`src/rtl/timing_pkg.sv`:
```
// Shared constants for the display/audio timing counters.
// Direction encodings and default widths used by every counter instance.
package timing_pkg;

    localparam logic CNT_UP   = 1'b0;
    localparam logic CNT_DOWN = 1'b1;

    localparam int DEF_WIDTH  = 8;
    localparam int DEF_WRAP_W = 8;

endpackage

```
`src/rtl/rise_toggle.sv`:
```
// Rising-edge toggle: each 0->1 transition of `in` flips `state`.
// Reusable for any push-button style toggle sampled in the clk domain.
module rise_toggle (
    input  logic clk,
    input  logic reset,
    input  logic in,
    output logic state
);

    logic in_q;
    logic rise;

    assign rise = in & ~in_q;

    // NOTE: sequential state uses non-blocking (<=) so every flop samples pre-edge values.
    always_ff @(posedge clk) begin
        if (reset) begin
            in_q  <= 1'b0;
            state <= 1'b0;
        end else begin
            in_q  <= in;
            state <= state ^ rise;
        end
    end

endmodule

```
`src/rtl/mod_counter.sv`:
```
// Programmable-modulus up/down counter with synchronous load, pause toggle,
// a one-cycle wrap pulse and a running wrap tally.
module mod_counter
    import timing_pkg::*;
#(
    parameter int WIDTH   = DEF_WIDTH,
    parameter int WRAP_W  = DEF_WRAP_W,
    parameter bit DOWN_EN = 1'b1
) (
    input  logic              clk,
    input  logic              reset,
    input  logic              en,
    input  logic              pause,
    input  logic              dir,
    input  logic              load,
    input  logic [WIDTH-1:0]  load_val,
    input  logic [WIDTH-1:0]  reset_at,
    output logic [WIDTH-1:0]  count,
    output logic              paused,
    output logic              at_limit,
    output logic              wrap,
    output logic [WRAP_W-1:0] wrap_cnt
);

    logic [WIDTH-1:0] limit;
    logic             count_down;
    logic             step;

    rise_toggle u_pause (
        .clk   (clk),
        .reset (reset),
        .in    (pause),
        .state (paused)
    );

    assign count_down = DOWN_EN && (dir == CNT_DOWN);
    // paused is the pre-toggle value here, so a rise still lets this edge step.
    assign step       = en & ~paused;

    // NOTE: every always_comb output gets a value on all paths to avoid inferring a latch.
    always_comb begin
        limit = (reset_at == '0) ? '1 : reset_at - WIDTH'(1);
    end

    assign at_limit = count_down ? (count == '0) : (count == limit);

    always_ff @(posedge clk) begin
        if (reset) begin
            count    <= '0;
            wrap     <= 1'b0;
            wrap_cnt <= '0;
        end else if (load) begin
            count <= (load_val > limit) ? limit : load_val;
            wrap  <= 1'b0;
        end else if (step) begin
            if (count_down) begin
                if (count == '0) begin
                    count    <= limit;
                    wrap     <= 1'b1;
                    wrap_cnt <= wrap_cnt + WRAP_W'(1);
                end else if (count > limit) begin
                    // Stranded above a lowered modulus: snap to limit without a wrap.
                    count <= limit;
                    wrap  <= 1'b0;
                end else begin
                    count <= count - WIDTH'(1);
                    wrap  <= 1'b0;
                end
            end else begin
                if (count >= limit) begin
                    count    <= '0;
                    wrap     <= 1'b1;
                    wrap_cnt <= wrap_cnt + WRAP_W'(1);
                end else begin
                    count <= count + WIDTH'(1);
                    wrap  <= 1'b0;
                end
            end
        end else begin
            wrap <= 1'b0;
        end
    end

endmodule

```
`config.mk`:
```
export PLATFORM = sky130hd
export DESIGN_NAME = mod_counter
export DESIGN_NICKNAME = d
export VERILOG_FILES = /design/src/rtl/timing_pkg.sv /design/src/rtl/rise_toggle.sv /design/src/rtl/mod_counter.sv
export SDC_FILE = /design/constraint.sdc
export NUM_CORES = 1
export LEC_CHECK = 0
export ABC_CLOCK_PERIOD_IN_PS = 5000
export CAP_MARGIN = 15
export CORE_ASPECT_RATIO = 1.75
export CORE_MARGIN = 2
export CORE_UTILIZATION = 39
export DETAILED_ROUTE_END_ITERATION = 16
export PLACE_DENSITY_LB_ADDON = 0.05
export REMOVE_ABC_BUFFERS = 1
export SLEW_MARGIN = 0
export SYNTH_ARGS = -nofsm -noshare
export SYNTH_HDL_FRONTEND = slang
export SYNTH_HIERARCHICAL = 1
export SYNTH_SLANG_ARGS = --single-unit
```
`constraint.sdc`:
```
create_clock -name clk -period 5 [get_ports clk]
set_clock_uncertainty 0.15 [all_clocks]
set_input_delay 1 -clock clk [delete_from_list [all_inputs] [get_ports clk]]
set_output_delay 1 -clock clk [all_outputs]
set_load 0.02 [all_outputs]
```
==> flow_metrics.py <==
metrics = {
    "run_status": {
        "status": "completed",
    },
    "route": {
        "vias": 2068,
        "vias_per_cell": 5.825,
        "avgRoutedWirePerCell_microns": 17.55,
        "drt_iter0_markers": 58,
        "drt_pass1_iterations": 4,
        "drt-total-wl_microns": 6229,
        "drcViolationCount": 0,
        "ant_nets": 0,
    },
    "worst_setup_path": {
        "critPathLaunchType": "primary input",
        "cp.arrival_ps": 3620,
        "worst-setup-path-type": "in2out",
        "path_max_fanout": 5,
        "required_ps": 3850,
        "endpoint_kind": "output port",
        "reg2reg_slack_ps": 2180,
        "r2r_cells": 7,
    },
    "logic_synthesis": {
        "synth_edf_count": 0,
        "async_flop_share_pct": 0,
        "synth.area.top_cells": "dfxtp_1 (19%), ha_1 (13%), xnor2_1 (5.4%), o21ai_0 (4.3%), o211ai_1 (4.2%)",
        "synth_cells": 247,
        "netlist_area_sq_um": 1958,
        "yosys_warnings": 6,
        "ys.flop_type": "dfxtp_1",
        "yosysSeqAreaShare_pct": 19.42,
        "ys_ff_latch": 19,
        "synth_cell_types": 49,
        "synth.most_common_cell": "ha_1",
        "synth_common_cells": "ha_1 (21), dfxtp_1 (19), nand2_1 (18), nor2_1 (18), o21ai_0 (17)",
        "avgSynthCellArea_sq_um": 7.928,
        "post-synth-top-area-cell": "dfxtp_1",
        "synth_top_area_share_pct": 19.42,
    },
    "cts": {
        "cts_sinks": 19,
        "htreeDepth": 1,
        "clock_path_buffers": 2,
        "hold_buffers": 0,
        "root_buffer": "clkbuf_8",
        "clk_pin_slew_worst_paths_ps": 70,
        "cts_tree": "done",
        "insertion_delay_ps": 270,
        "cts_buffers": 3,
    },
    "power_and_ir_drop": {
        "seqPwrFrac_pct": 33.6,
        "p_clk_share_pct": 20.0,
        "internal-power_uw": 340.3,
        "switching_share_pct": 39.18,
        "p_sw_uw": 219.3,
        "peakVddDrop_v": 0.0001462,
        "comb_power_share_pct": 46.5,
        "power.density_nw_per_um2": 217.0,
        "leakage_uw": 0.001024,
    },
    "floorplan": {
        "die_h_microns": 97.74,
        "placementRows": 34,
        "io_pins": 41,
        "dieArea_sq_um": 5626,
        "core_sq_um": 4892,
        "initial_utilization_pct": 40.03,
        "die_x_microns": 57.57,
    },
    "timing": {
        "hold-worst-slack_ps": 328.6,
        "hold_violations": 0,
        "drv_slew": 0,
        "fin_crit_sh_pct": 95.30,
        "setup_slack_ps": 234.9,
        "finalCriticalPeriod_ps": 4765,
        "max_freq_mhz": 209.9,
        "final.setup.tns_ps": 0,
        "rsz0062_at_grt": "false",
        "slew_headroom_pct": 59.71,
        "worstMarginPinSlew_ps": 602.5,
        "finalSetupViolCount": 0,
    },
    "global_routing": {
        "grt_pass1_vias": 2103,
        "grt_overflow": 0,
        "grt_pass1_wl_microns": 10040,
        "grt_max_degree": 16,
        "grt.total_usage_pct": 22.85,
        "antenna_found_initial": 0,
    },
    "final_layout": {
        "layout-drive-gt1-share_pct": 10.63,
        "final_nets": 345,
        "diodes": 0,
        "n_fill_cell": 504,
        "area_growth_pct": 31.69,
    },
    "place": {
        "gp_congestion": 0.8518,
        "dpl.hpwl_microns": 5001,
        "port_buffers": 40,
        "dpl_worst_slack_ps": -36.66,
    },
    "flow_run": {
        "drv_cap": 0,
    },
    "worst_hold_path": {
        "hold_class": "reg2reg",
        "min_delay_path_depth": 2,
    },
}
layout by cell type (no fill, tap or decap), types with 2 or more instances in the layout:
| master | instances |
|---|---|
| clkdlybuf4s50_1 | 39 |
| ha_1 | 21 |
| buf_4 | 20 |
| dfxtp_1 | 19 |
| nand2_1 | 18 |
| nor2_1 | 18 |
| o21ai_0 | 16 |
| inv_1 | 14 |
| xnor2_1 | 12 |
| o211ai_1 | 11 |
| a21oi_1 | 11 |
| nand3_1 | 9 |
| xor2_1 | 8 |
| nor3_1 | 8 |
| a221oi_1 | 8 |
| o31ai_1 | 6 |
| nor2b_1 | 5 |
| a211oi_1 | 5 |
| nand4_1 | 4 |
| or4_1 | 3 |
| nor4_1 | 3 |
| and2_1 | 3 |
| o311a_1 | 3 |
| clkbuf_8 | 3 |
| o21a_1 | 2 |
| o21ai_2 | 2 |
| mux2i_1 | 2 |
| nand3b_1 | 2 |
| a21o_1 | 2 |
worst max-delay path, stage by stage:
cell	delay [ps]
clkdlybuf4s50_1	470
or4_1	600
nor2_1	140
xnor2_1	70
o21ai_1	110
inv_1	80
ha_1	290
nand4_1	150
nor2_1	210
nand2_1	70
nand2_1	80
dlygate4sd2_1	340
stage by stage:
step	area (sq um)	cells	total power (uW)	util, %
after detailed placement	2530	351	449.3	51.71
final	2579	355	559.6	52.71
after global placement	2530	351	448.1	51.71
after global routing	2579	355	595.5	52.71
after floorplan	1912	237	336.6	-
after CTS	2574	355	563.6	52.61
cell families after synthesis:
logic type                 synth area share (%)
adders and majority gates                 13.42
AOI/OAI and AO/OA                         27.16
muxes                                     1.789
xor gates and xnor gates                  8.946
and+or+nand+nor                           24.22
buffers and inverters                     5.048
DFF                                       19.42
path summary, 6_finish.rpt:
| kind | from | to |
|---|---|---|
| min reg2reg | wrap_cnt[7] | wrap_cnt[7] |
| min | wrap_cnt[7] | wrap_cnt[7] |
| max | reset_at[0] | at_limit |
| max reg2reg | count[2] | wrap_cnt[7] |
state kept, by name, indices dropped and copies added (netlist names):
name and count:
count 8, wrap_cnt 8, u_pause/in_q 1, u_pause/state 1, wrap 1
metal layers:
metal  part of all wire [%]  GRT usage (%)  vias up
li1                       -              -     1038
met2                     56          44.41       54
met3                    2.5          1.325       14
met4                    3.9          11.63        0
met1                     38          23.06      962
met5                      0              0        -
repair_timing:
action                     4_1_cts  5_1_grt
setup endpoints to repair        1        1
resized for setup                1        2
pin swaps                        0        0
buffers inserted                 0        0
layout make-up:
type | instances | area (sq um) | area share [%]
tap | 54 | 67.56 | 2.620
timing repair buffer | 60 | 549.3 | 21.30
multi-input combinational | 204 | 1484 | 57.54
clock buffer | 4 | 45.04 | 1.747
inverter | 14 | 52.55 | 2.038
sequential | 19 | 380.4 | 14.75
power by group through the flow:
| stage | combinational, uW | sequential (uW) | clock [uW] |
|---|---|---|---|
| floorplan | 142 | 195 | 0 |
| global placement | 257 | 191 | 0 |
| detailed placement | 258 | 191 | 0 |
| CTS | 259 | 188 | 117 |
| global route | 284 | 191 | 121 |
| finish | 260 | 188 | 112 |
Note: power is estimated with default switching activity, not from simulation.
==> variant 1: new RTL, config.mk and constraints unchanged <==
Reset style: asynchronous (`reset`), changed in 2 clocked blocks.
--- a/src/rtl/rise_toggle.sv
+++ b/src/rtl/rise_toggle.sv
@@ -13,7 +13,7 @@
     assign rise = in & ~in_q;
 
     // NOTE: sequential state uses non-blocking (<=) so every flop samples pre-edge values.
-    always_ff @(posedge clk) begin
+    always_ff @(posedge clk or posedge reset) begin
         if (reset) begin
             in_q  <= 1'b0;
             state <= 1'b0;
--- a/src/rtl/mod_counter.sv
+++ b/src/rtl/mod_counter.sv
@@ -44,7 +44,7 @@
 
     assign at_limit = count_down ? (count == '0) : (count == limit);
 
-    always_ff @(posedge clk) begin
+    always_ff @(posedge clk or posedge reset) begin
         if (reset) begin
             count    <= '0;
             wrap     <= 1'b0;
Formal check against the unedited RTL: differs if reset is asserted again (counterexample within 4 cycles, from zero or initial values and one cycle with reset high); with reset held inactive, the same outputs for 10 cycles.
==> variant 1 against the original RTL <==
- setup slack improved by 15 ps
- total power increased by 50%
- critical path type unchanged
- cell area is 0.78% lower
- sequential cell count did not move
- critical path depth unchanged
- count of clock-buffer cells in the layout is the same
- wire length down 11%
- register-to-register slack gained 140 ps
- synthesized area grew 0.19%
==> variant 1: results (changes against the original RTL) <==
- The detailed placement HPWL is 4.458 mm (-11%).
- The internal portion of total power is 0.4713 mW (+38%).
- The cell count after placement is 322 (-8.3%).
- The setup slack of the worst register-to-register path is 2320 ps (+140 ps).
- The async set-reset flop share out of synthesis is 1.000 (+1.000).
- The total length of routed met2 wires is 3.135 mm (-10%).
- The largest individual stage delay along the critical path comes from the cell sky130_fd_sc_hd__or3b_1.
- The peak ir drop on the vdd network is 290.6 µV (+99%).
- The gate family responsible for the most delay along the worst path is buffers and inverters.
- The biggest fanout along the worst timing path is 7 (+2).
- The overall routed net length is 5.516 mm (-11%).
- The last weighted congestion value of the routability-driven placer is 0.8216 (-3.5%).
- The sequential fraction of the synthesis area came to 0.2423 (+0.04810).
- The share of the synthesized area in compound gates (AO/OA/AOI/OAI) is 0.1996 (-0.07195).
- By area the synthesized netlist is led by sky130_fd_sc_hd__dfrtp_1, sky130_fd_sc_hd__ha_1, sky130_fd_sc_hd__xnor2_1.
- The number of vias per cell is 5.623 (-3.5%).
- Clock latency on the worst-skew pair, taken at its later pin, is 260 ps.
- The number of design-rule violations left by the first detailed-router iteration was 47 (-19%).
- The final critical-path required period came to 4750 ps (-15.25 ps).
- The run finished with clean final reports.
- The met2 capacity usage during global routing is 0.3934 (-0.05070).
- The sum of met3 wire segment lengths after detailed routing is 180 µm (+15%).
- The number of setup buffers added after CTS is 0 (unchanged).
- The post-synthesis mux area share came to 0.04719 (+0.02930).
- The maximum buffer depth of the clock tree is 2 (unchanged).
- The residual DRC count was 0 (unchanged).
- The overall routing resource usage is 0.2005 (-0.02802).
- The final non-filler cell total is 326 (-8.2%).
- The area share of xor/xnor cells in the synthesized design came to 0.1020 (+0.01258).
- The share of layout cells above drive strength 1 is 0.1544 (+0.04810).
- The leakage power summed over all cells came to 1.108 nW (+8.3%).
- The proportion of power drawn by flip-flops and latches came to 0.324 (-0.012).
- The start point of the worst hold path is wrap_cnt[7].
- The via count of the first global-routing pass is 1840 (-13%).
- The reg-to-reg endpoint is wrap_cnt[1].
- By count the netlist is led by sky130_fd_sc_hd__ha_1, sky130_fd_sc_hd__dfrtp_1, sky130_fd_sc_hd__xnor2_1.
- The worst hold margin was 325.8 ps (-2.811 ps).
- In the synthesized netlist the dominant register cell turns out to be sky130_fd_sc_hd__dfrtp_1.
- The biggest cell delay along the critical path is 490 ps (-110 ps).
- The average size of a mapped cell is 8.999 µm² (+14%).
- The global-route wire length before repair is 8.928 mm (-11%).
- The combinational logic power is 0.456 mW (+75%).
- The adder-cell share of the synthesized area is 0.1339 (-0.0002567).
- The area after detailed placement is 0.002515 mm² (-0.59%).
- The startpoint identified for the worst register-to-register timing path is count[0].
- The switching power summed over all nets is 0.3678 mW (+68%).
- The met1 track demand over resource is 0.2226 (-0.008055).
- The pin count of the biggest net entering global routing is 18 (+2).
- The worst setup slack before clock tree synthesis was -58.38 ps (-21.72 ps).
==> variant 1: cell count changes after synthesis, moves of 7 or more <==
cell,delta
sky130_fd_sc_hd__o21ai_0,-13
sky130_fd_sc_hd__dfxtp_1,-19
sky130_fd_sc_hd__o211ai_1,-7
sky130_fd_sc_hd__clkbuf_1,-8
sky130_fd_sc_hd__dfrtp_1,+19
==> variant 1: cell type report <==
cell class	count	area, µm²
Sequential cell	19	475.5
Tap cell	54	67.56
Inverter	15	56.30
Multi-Input combinational cell	174	1365
Clock buffer	4	45.04
Fill cell	494	2333
Timing Repair Buffer	60	549.3
==> variant 1: worst reg2reg max path: stages (launching register included) <==
cell	delay, ps
sky130_fd_sc_hd__dfrtp_1	510
sky130_fd_sc_hd__inv_1	180
sky130_fd_sc_hd__ha_1	310
sky130_fd_sc_hd__nand4_1	100
sky130_fd_sc_hd__buf_4	160
sky130_fd_sc_hd__a31oi_1	360
sky130_fd_sc_hd__o21a_1	420
sky130_fd_sc_hd__mux2_2	380
==> variant 2: new RTL, same flow settings <==
Without the edit above. Set the parameter `DOWN_EN` to 1'b0 (it was 1'b1).
--- a/src/rtl/mod_counter.sv
+++ b/src/rtl/mod_counter.sv
@@ -5,7 +5,7 @@
 #(
     parameter int WIDTH   = DEF_WIDTH,
     parameter int WRAP_W  = DEF_WRAP_W,
-    parameter bit DOWN_EN = 1'b1
+    parameter bit DOWN_EN = 1'b0
 ) (
     input  logic              clk,
     input  logic              reset,
Behaviour: not the same (a bounded check fails within 4 cycles, from zero or initial values and one cycle with reset high).
==> variant 2 against the original RTL <==
- first-iteration DRC count fell by 67%
- cell area fell by 15%
- wire length fell by 29%
- synthesized area fell by 14%
- sequential power fell by 8%
- sequential cell count did not move
- setup slack improved by 260 ps
- highest routed layer unchanged
- total power fell by 22%
- non-clock buffer count fell by 18
- global-route usage fell by 2.5 points
- critical path type unchanged
- critical path depth fell by 1
==> variant 2: results (changes against the original RTL) <==
- The run finished with clean final reports.
- The count of flip-flops with a built-in enable after synthesis is 0 (unchanged).
- The CTS root buffer is sky130_fd_sc_hd__clkbuf_8.
- The worst hold path begins at wrap_cnt[7].
- The final net count was 284 (-18%).
- The number of design-rule violations left by the first detailed-router iteration came to 19 (-67%).
- The number of fill cells in the layout is 386 (-23%).
- The clock slew at the register clock pins of the worst setup and hold paths is 80 ps.
- The gate family responsible for the most delay along the worst path is simple AND/OR/NAND/NOR gates.
- The maximum buffer depth of the clock tree is 2 (unchanged).
- The residual DRC count is 0 (unchanged).
- The number of diodes added for antenna fixing is 0 (unchanged).
- The largest registers in the layout are count (8), wrap_cnt (8).
- The number of CTS-inserted buffers came to 3 (unchanged).
- The relative max-transition margin came to 0.5696 (-0.02750).
- The number of search-and-repair iterations in the first detailed-routing pass is 4 (unchanged).
- The initial antenna violation count is 0 (unchanged).
- The maximum level of the CTS H-tree is 1 (unchanged).
- The leakage power summed over all cells is 0.8759 nW (-14%).
- The overall routing resource usage was 0.2031 (-0.02541).
- The arrival time reported for the critical path endpoint is 3350 ps (-270 ps).
- The last weighted congestion value of the routability-driven placer is 0.7860 (-7.7%).
- The sequential fraction of the synthesis area is 0.2269 (+0.03262).
- The biggest fanout along the worst timing path is 2 (-3).
- The number of distinct library cell variants in the gate-level netlist after synthesis is 46 (-6.1%).
- The biggest cell delay along the critical path came to 480 ps (-120 ps).
- The async set-reset flop share out of synthesis is 0 (unchanged).
- The detailed placement HPWL was 3.633 mm (-27%).
- The number of setup buffers added after CTS was 0 (unchanged).
- The overall routed net length is 4.441 mm (-29%).
- The startpoint of the lowest-slack register-to-register path is count[0].
- The yosys synthesis warning count is 6 (unchanged).
- The number of I/O port buffers is 39 (-2.5%).
- In this run the worst setup path begins at reset_at[1].
- The overflow left after global routing is 0 (unchanged).
- The count of vias placed by the detailed router is 1598 (-23%).
- The clock latency at the later pin of the worst-skew pair is 260 ps.
- The cell type of the slowest stage on the worst timing path is sky130_fd_sc_hd__or3b_2.
- The peak ir drop on the vdd network is 183.9 µV (+26%).
- The share of layout cells above drive strength 1 was 0.1157 (+0.009390).
- The global-route wire length before repair was 7.479 mm (-26%).
- The class of the tightest hold or removal check is reg -> reg.
- The pin count of the biggest net entering global routing came to 20 (+4).
- In the synthesized netlist the dominant register cell turns out to be sky130_fd_sc_hd__dfxtp_1.
- Sorting the synthesized cells by how often they occur yields sky130_fd_sc_hd__dfxtp_1, sky130_fd_sc_hd__ha_1, sky130_fd_sc_hd__nor2_1.
- Ranked by total cell area, the synthesized netlist is headed by sky130_fd_sc_hd__dfxtp_1, sky130_fd_sc_hd__ha_1, sky130_fd_sc_hd__nor2_1.
## variant 2: changes by cell type in the layout (fill, tap and decap cells not counted), moves of 5 or more
cell                       unedited run  this run
sky130_fd_sc_hd__o31ai_1              6         1
sky130_fd_sc_hd__xnor2_1             12         6
sky130_fd_sc_hd__a22oi_1              0         5
sky130_fd_sc_hd__buf_4               20         3
sky130_fd_sc_hd__o21ai_0             16         5
sky130_fd_sc_hd__o211ai_1            11         1
sky130_fd_sc_hd__nand2_1             18        13
sky130_fd_sc_hd__a221oi_1             8         0
sky130_fd_sc_hd__mux2i_1              2         7
sky130_fd_sc_hd__xor2_1               8         3
## variant 2: cells by family after synthesis
group,share of synthesized area
AOI/OAI and AO/OA,0.2239
xor gates and xnor gates,0.04702
adders and majority gates,0.1418
buffers and inverters,0.03657
DFF,0.2269
muxes,0.06642
and+or+nand+nor,0.2575
## variant 2: report_power, final
group	switching, mW	internal [mW]	leakage [nW]
clock	0.0538	0.0554	0.0255
sequential	0.0131	0.160	0.155
combinational	0.0811	0.0746	0.695
total	0.148	0.290	0.876
## variant 2: path summary, 6_finish.rpt
kind	slack, ps	end	depth (start not counted)
max	500	at_limit	11
max reg2reg	2380	wrap_cnt[6]	8
min	380	wrap_cnt[7]	2
min reg2reg	380	wrap_cnt[7]	2
## variant 2: area by class of cell
| cell class | instances | area [µm²] | area share |
|---|---|---|---|
| Tap cell | 49 | 61.31 | 0.02797 |
| Inverter | 13 | 48.80 | 0.02226 |
| Clock buffer | 3 | 41.29 | 0.01884 |
| Sequential cell | 19 | 380.4 | 0.1735 |
| Multi-Input combinational cell | 164 | 1240 | 0.5656 |
| Timing Repair Buffer | 42 | 415.4 | 0.1895 |
| Clock inverter | 1 | 5.005 | 0.002283 |
## variant 2: metal layers
layer / track usage / share of wire / vias to the layer above
li1: - / - / 813
met1: 0.1980 / 0.38 / 740
met2: 0.3776 / 0.55 / 35
met3: 0.02649 / 0.032 / 10
met4: 0.1132 / 0.042 / 0
met5: 0 / 0 / -
## variant 2: per-stage QoR
step	cell area, µm²	worst slack [ps]	cells	hold WS (ps)
floorplan	1664	1001	196	395.2
global placement	2138	154.0	287	359.6
detailed placement	2138	119.0	287	364.0
CTS	2185	103.5	291	390.3
global route	2192	320.9	291	422.1
finish	2192	498.0	291	377.3
## variant 2: timing repair
item / CTS / global route
endpoints found under the setup margin: 0 / 1
hold buffers: 0 / 0
resized for setup: 0 / 2
## variant 2: worst min-delay path: stages (launching register included)
cell and delay (ps):
sky130_fd_sc_hd__dfxtp_1 350, sky130_fd_sc_hd__xnor2_1 80, sky130_fd_sc_hd__nor2_1 70
